### src/rtl/fetch_stage.sv
`default_nettype none
// ============================================================================
// Module      : fetch_stage
// Description : Instruction-fetch stage of the 5-stage MIPS pipeline. Owns the
//               program counter, next-PC selection, the instruction-memory
//               request and the IF/ID pipeline register.
//               Optional build macro FETCH_PERF_CNT_EN adds saturating
//               stall/flush performance counters; when it is undefined both
//               counter ports read as zero.
// Revision    : 1.0 - initial release
// ============================================================================
module fetch_stage #(
    parameter logic [31:0] RESET_PC    = 32'h0000_0000,
    parameter int          IMEM_ADDR_W = 10,
    parameter logic [31:0] NOP_INSTR   = 32'h0000_0000
) (
    input  logic                   clk,
    input  logic                   arst_n,
    input  logic                   pc_write,
    input  logic                   if_id_write,
    input  logic                   branch_taken,
    input  logic [31:0]            branch_target,
    input  logic                   jump,
    input  logic [31:0]            jump_target,
    output logic                   imem_en,
    output logic [IMEM_ADDR_W-1:0] imem_addr,
    input  logic [31:0]            imem_rdata,
    output logic [31:0]            pc_out,
    output logic [31:0]            if_id_instr,
    output logic [31:0]            if_id_pc4,
    output logic                   if_id_valid,
    output logic [31:0]            perf_stall_cnt,
    output logic [31:0]            perf_flush_cnt
);

    // PC is always word aligned; low bits of the reset value are dropped.
    localparam logic [31:0] c_reset_pc = RESET_PC & ~32'h3;
    localparam logic [31:0] c_pc_step  = 32'h4;

    logic [31:0] r_pc;
    logic        r_primed;
    logic [31:0] r_if_id_instr;
    logic [31:0] r_if_id_pc4;
    logic        r_if_id_valid;

    logic        w_redirect;
    logic [31:0] w_target;
    logic [31:0] w_pc_plus4;
    logic [31:0] w_pc_next;

    // Redirect source selection: jump wins over a simultaneous taken branch.
    always_comb begin
        w_redirect = jump | branch_taken;
        w_target   = (jump ? jump_target : branch_target) & ~32'h3;
        w_pc_plus4 = r_pc + c_pc_step;
    end

    // Next-PC selection. Until the memory has produced its first word the PC
    // is held so that the first real fetch re-reads the reset address.
    always_comb begin
        w_pc_next = r_pc;
        if (!r_primed) begin
            w_pc_next = r_pc;
        end else if (w_redirect) begin
            w_pc_next = w_target;
        end else if (pc_write) begin
            w_pc_next = w_pc_plus4;
        end
    end

    // Memory always reads the next PC, so its data lines up with r_pc one
    // cycle later. During reset r_pc holds the reset PC and r_primed is 0,
    // which makes the address the reset word address.
    assign imem_en   = 1'b1;
    assign imem_addr = w_pc_next[IMEM_ADDR_W+1:2];

    // Program counter and priming flag.
    always_ff @(posedge clk or negedge arst_n) begin
        if (!arst_n) begin
            r_pc     <= c_reset_pc;
            r_primed <= 1'b0;
        end else begin
            r_pc     <= w_pc_next;
            r_primed <= 1'b1;
        end
    end

    // IF/ID register: flush beats stall because a held instruction on the
    // wrong path must not survive a redirect.
    always_ff @(posedge clk or negedge arst_n) begin
        if (!arst_n) begin
            r_if_id_instr <= NOP_INSTR;
            r_if_id_pc4   <= 32'h0;
            r_if_id_valid <= 1'b0;
        end else if (w_redirect || !r_primed) begin
            r_if_id_instr <= NOP_INSTR;
            r_if_id_pc4   <= 32'h0;
            r_if_id_valid <= 1'b0;
        end else if (if_id_write) begin
            r_if_id_instr <= imem_rdata;
            r_if_id_pc4   <= w_pc_plus4;
            r_if_id_valid <= 1'b1;
        end
    end

    assign pc_out      = r_pc;
    assign if_id_instr = r_if_id_instr;
    assign if_id_pc4   = r_if_id_pc4;
    assign if_id_valid = r_if_id_valid;

`ifdef FETCH_PERF_CNT_EN
    logic [31:0] r_stall_cnt;
    logic [31:0] r_flush_cnt;

    // Saturating stall and flush counters, cleared only by reset.
    always_ff @(posedge clk or negedge arst_n) begin
        if (!arst_n) begin
            r_stall_cnt <= 32'h0;
            r_flush_cnt <= 32'h0;
        end else begin
            if (w_redirect && (r_flush_cnt != 32'hFFFF_FFFF)) begin
                r_flush_cnt <= r_flush_cnt + 32'h1;
            end
            if (r_primed && !w_redirect && !pc_write &&
                (r_stall_cnt != 32'hFFFF_FFFF)) begin
                r_stall_cnt <= r_stall_cnt + 32'h1;
            end
        end
    end

    assign perf_stall_cnt = r_stall_cnt;
    assign perf_flush_cnt = r_flush_cnt;
`else
    assign perf_stall_cnt = 32'h0;
    assign perf_flush_cnt = 32'h0;
`endif

endmodule
`default_nettype wire

### config.mk
export PLATFORM = sky130hd
export DESIGN_NAME = fetch_stage
export DESIGN_NICKNAME = d
export VERILOG_FILES = /design/src/rtl/fetch_stage.sv
export SDC_FILE = /design/constraint.sdc
export NUM_CORES = 1
export LEC_CHECK = 0
export CAP_MARGIN = 20
export CELL_PAD_IN_SITES_DETAIL_PLACEMENT = 1
export CELL_PAD_IN_SITES_GLOBAL_PLACEMENT = 2
export CORE_ASPECT_RATIO = 0.9
export CORE_MARGIN = 2
export CORE_UTILIZATION = 23
export CTS_CLUSTER_DIAMETER = 100
export CTS_CLUSTER_SIZE = 24
export DETAILED_ROUTE_END_ITERATION = 8
export HOLD_SLACK_MARGIN = 0.1
export PLACE_DENSITY_LB_ADDON = 0.05
export SYNTH_ARGS = -nofsm -noshare
export SYNTH_HDL_FRONTEND = slang
export SYNTH_SLANG_ARGS = --single-unit
### constraint.sdc
create_clock -name clk -period 2.3 [get_ports clk]
set_input_delay 0.345 -clock clk [delete_from_list [all_inputs] [get_ports clk]]
set_output_delay 0.345 -clock clk [all_outputs]
set_load 0.1 [all_outputs]
==> reports/metrics.yaml <==
status: "complete, but fails checks"
violations: "negative setup slack"
grt_max_degree: 45
cts.clk_slew.worst_paths_ns: 0.09
dr.pass1.iters: 5
grt_usage: 0.170
synth_area_um2: 5550
drv_slew: 0
ys_ff_latch: 98
p_total_w: 0.00616
htreeDepth: 3
power_density_nw_per_um2: 725
hold_viol_final: 0
wl_per_cell_um: 19.1
cts_buffer_depth: 2
p_leak_nw: 3.87
final_antenna_net_count: 0
crit_type: "register to output port"
io_buffer_count: 204
final_cells: 1124
row_count: 53
grt_pass1_wl_um: 33000
post-dp-hpwl_um: 16200
syn_avg_cell_area_um2: 9.50
gp_congestion: 0.722
fin_area_um2: 8490
tightestPinTransition_ns: 0.606
rsz0062_at_grt: "yes"
setup_viol: 5
vias: 5185
maxSlewHeadroom: 0.596
seq_area_um2: 2490
fin_nets: 920
nFillCells: 2706
fin_skew_ns: 0.0146
cts_inserted_buffers: 9
cts-root-buf: "clkbuf_16"
synth.distinct_cells: 48
yosys_warnings: 0
die_h_um: 151
place_area_um2: 7930
initial_utilization: 0.236
final_period_minus_worst_setup_slack_ns: 2.36
startpoint_type: "register"
setup-tns-final_ns: -0.210
cp.arrival_ns: 2.01
die_x_um: 168
io_pins: 274
max_freq_ghz: 0.424
hold-worst-slack_ns: 0.416
core_um2: 23500
cts_tree: "done"
hold_class: "primary input to register"
gr-total-overflow: 0
synth_cells: 584
antenna_found_initial: 0
cp-end-kind: "output port"
viasPerCell: 4.61
worst-path-max-fanout: 5
multi_input_area_um2: 2900
setup_ws_ns: -0.0583
dieArea_um2: 25400
totalWireLength_um: 21500
finalCritPeriodShare: 1.03
cp.required_ns: 1.96
n_antenna_cell: 0
placed_cells: 1091
area_growth_pct: 53.1
clock_latency_ns: 0.36
yosysSeqAreaShare: 0.442
grt_pass1_vias: 5484
drv_cap: 0
drtIter0Drc: 254
ir_drop_v: 0.000336
cts_sinks: 98
drive_gt1_frac: 0.300
remaining_drc_errors: 0
==> cells in the mapped netlist, drive strengths merged <==
cell | n | share of area
a211oi | 12 | 0.016
a21o | 1 | 0.0014
a21oi | 38 | 0.034
a222oi | 8 | 0.014
a22o | 3 | 0.0047
a22oi | 17 | 0.023
a311oi | 1 | 0.0016
a31oi | 2 | 0.0023
a32o | 1 | 0.0018
and2 | 8 | 0.0090
and3 | 8 | 0.0090
and4 | 3 | 0.0047
buf | 78 | 0.099
clkbuf | 27 | 0.018
conb | 2 | 0.0014
dfrtp | 98 | 0.44
ha | 1 | 0.0023
inv | 11 | 0.0074
mux2i | 36 | 0.065
nand2 | 24 | 0.016
nand2b | 1 | 0.0011
nand3 | 14 | 0.014
nand4 | 10 | 0.011
nand4b | 1 | 0.0016
nor2 | 65 | 0.044
nor2b | 2 | 0.0023
nor3 | 4 | 0.0097
nor3b | 1 | 0.0014
nor4 | 3 | 0.0072
o21a | 1 | 0.0014
o21ai | 39 | 0.035
o221ai | 3 | 0.0047
o22a | 2 | 0.0032
o22ai | 9 | 0.010
o2bb2ai | 6 | 0.0095
o31a | 10 | 0.016
o31ai | 4 | 0.0054
or2 | 1 | 0.0011
or4 | 1 | 0.0020
xnor2 | 18 | 0.028
xor2 | 10 | 0.016
==> logic make-up (layout without fill, tap and decap cells) <==
family | after synthesis | after routing | share of synthesized area
compound gates | 157 | 157 | 0.185
simple gates | 146 | 146 | 0.136
buf+inv | 116 | 290 | 0.125
flops | 98 | 98 | 0.442
mux | 36 | 36 | 0.0649
xor+xnor | 28 | 28 | 0.0442
other cells | 2 | 66 | 0.00135
fa+ha+maj | 1 | 1 | 0.00225
==> repair_timing <==
item,CTS,global route
hold endpoints to repair,42,0
endpoints found under the setup margin,8,10
resized for setup,15,15
pin swaps,13,9
hold buffers,1,0
buffers inserted,15,1
==> final cells by class <==
class / instances / share of cell area
Multi-Input combinational cell: 434 / 0.342
Sequential cell: 98 / 0.293
Timing Repair Buffer: 263 / 0.280
Tap cell: 302 / 0.0445
Clock buffer: 9 / 0.0265
Clock inverter: 7 / 0.00987
Inverter: 11 / 0.00486
==> metrics by stage <==
stage               worst slack (ns)  utilization
finish                       -0.0583        0.361
global route                  -0.132        0.361
CTS                           -0.107        0.358
detailed placement           -0.0553        0.337
global placement             -0.0551        0.337
floorplan                     -0.271            -
==> worst paths after layout <==
| check | depth (start not counted) | start | endpoint | slack [ns] |
|---|---|---|---|---|
| min in group asynchronous | 2 | arst_n | pc_out[2] | 0.53 |
| hold reg to reg | 2 | if_id_valid | if_id_valid | 0.50 |
| max in group asynchronous | 3 | arst_n | if_id_instr[18] | 1.07 |
| hold / removal | 2 | if_id_write | if_id_pc4[22] | 0.42 |
| setup / recovery | 6 | pc_out[3] | imem_addr[7] | -0.06 |
| setup reg to reg | 6 | pc_out[4] | if_id_pc4[25] | 0.25 |
==> placed cells by master, fill, tap and decap left out, drive strengths merged, types with 2 or more instances in the layout <==
master and instances:
buf 167, xnor2 18, clkbuf 9, o22ai 9, nor4 3, a222oi 8
a22oi 17, and3 8, o31ai 4, a21oi 38, nor2 65, nor3 4
a22o 3, and4 3, and2 8, nand4 10, dfrtp 98, o2bb2ai 6
clkinv 2, o22a 2, a31oi 2, clkdlybuf4s50 94, mux2i 36, xor2 10
o31a 10, nand3 14, o221ai 3, o21ai 39, inv 14, nor2b 2
conb 66, nand2 24, a211oi 12
==> registers in the layout (all words and copies together), names as in the netlist <==
register and cells:
if_id_instr 32, if_id_pc4 32, if_id_valid 1, pc_out 32, r_primed 1
==> critical path, stage by stage, from the launching register on <==
cell and delay, ns:
dfrtp_4 0.45, and3_4 0.20, and4_4 0.29, nand2_4 0.06
o31ai_2 0.25, a32o_2 0.21, buf_12 0.18
==> layer usage <==
metal | up-vias | part of all wire | global-route usage
met2 | 162 | 0.49 | 0.286
met5 | - | 0 | 0
met1 | 2584 | 0.45 | 0.227
met4 | 0 | 0.015 | 0.0422
met3 | 21 | 0.043 | 0.0321
li1 | 2418 | - | -
==> where the power goes <==
| group | total (W) | switching, W | internal (W) | leakage, nW |
|---|---|---|---|---|
| Clock | 0.00163 | 0.000770 | 0.000865 | 0.149 |
| Combinational | 0.00254 | 0.00187 | 0.000675 | 2.43 |
| Sequential | 0.00198 | 0.000151 | 0.00183 | 1.29 |
Power figures use the tool's default switching activity.
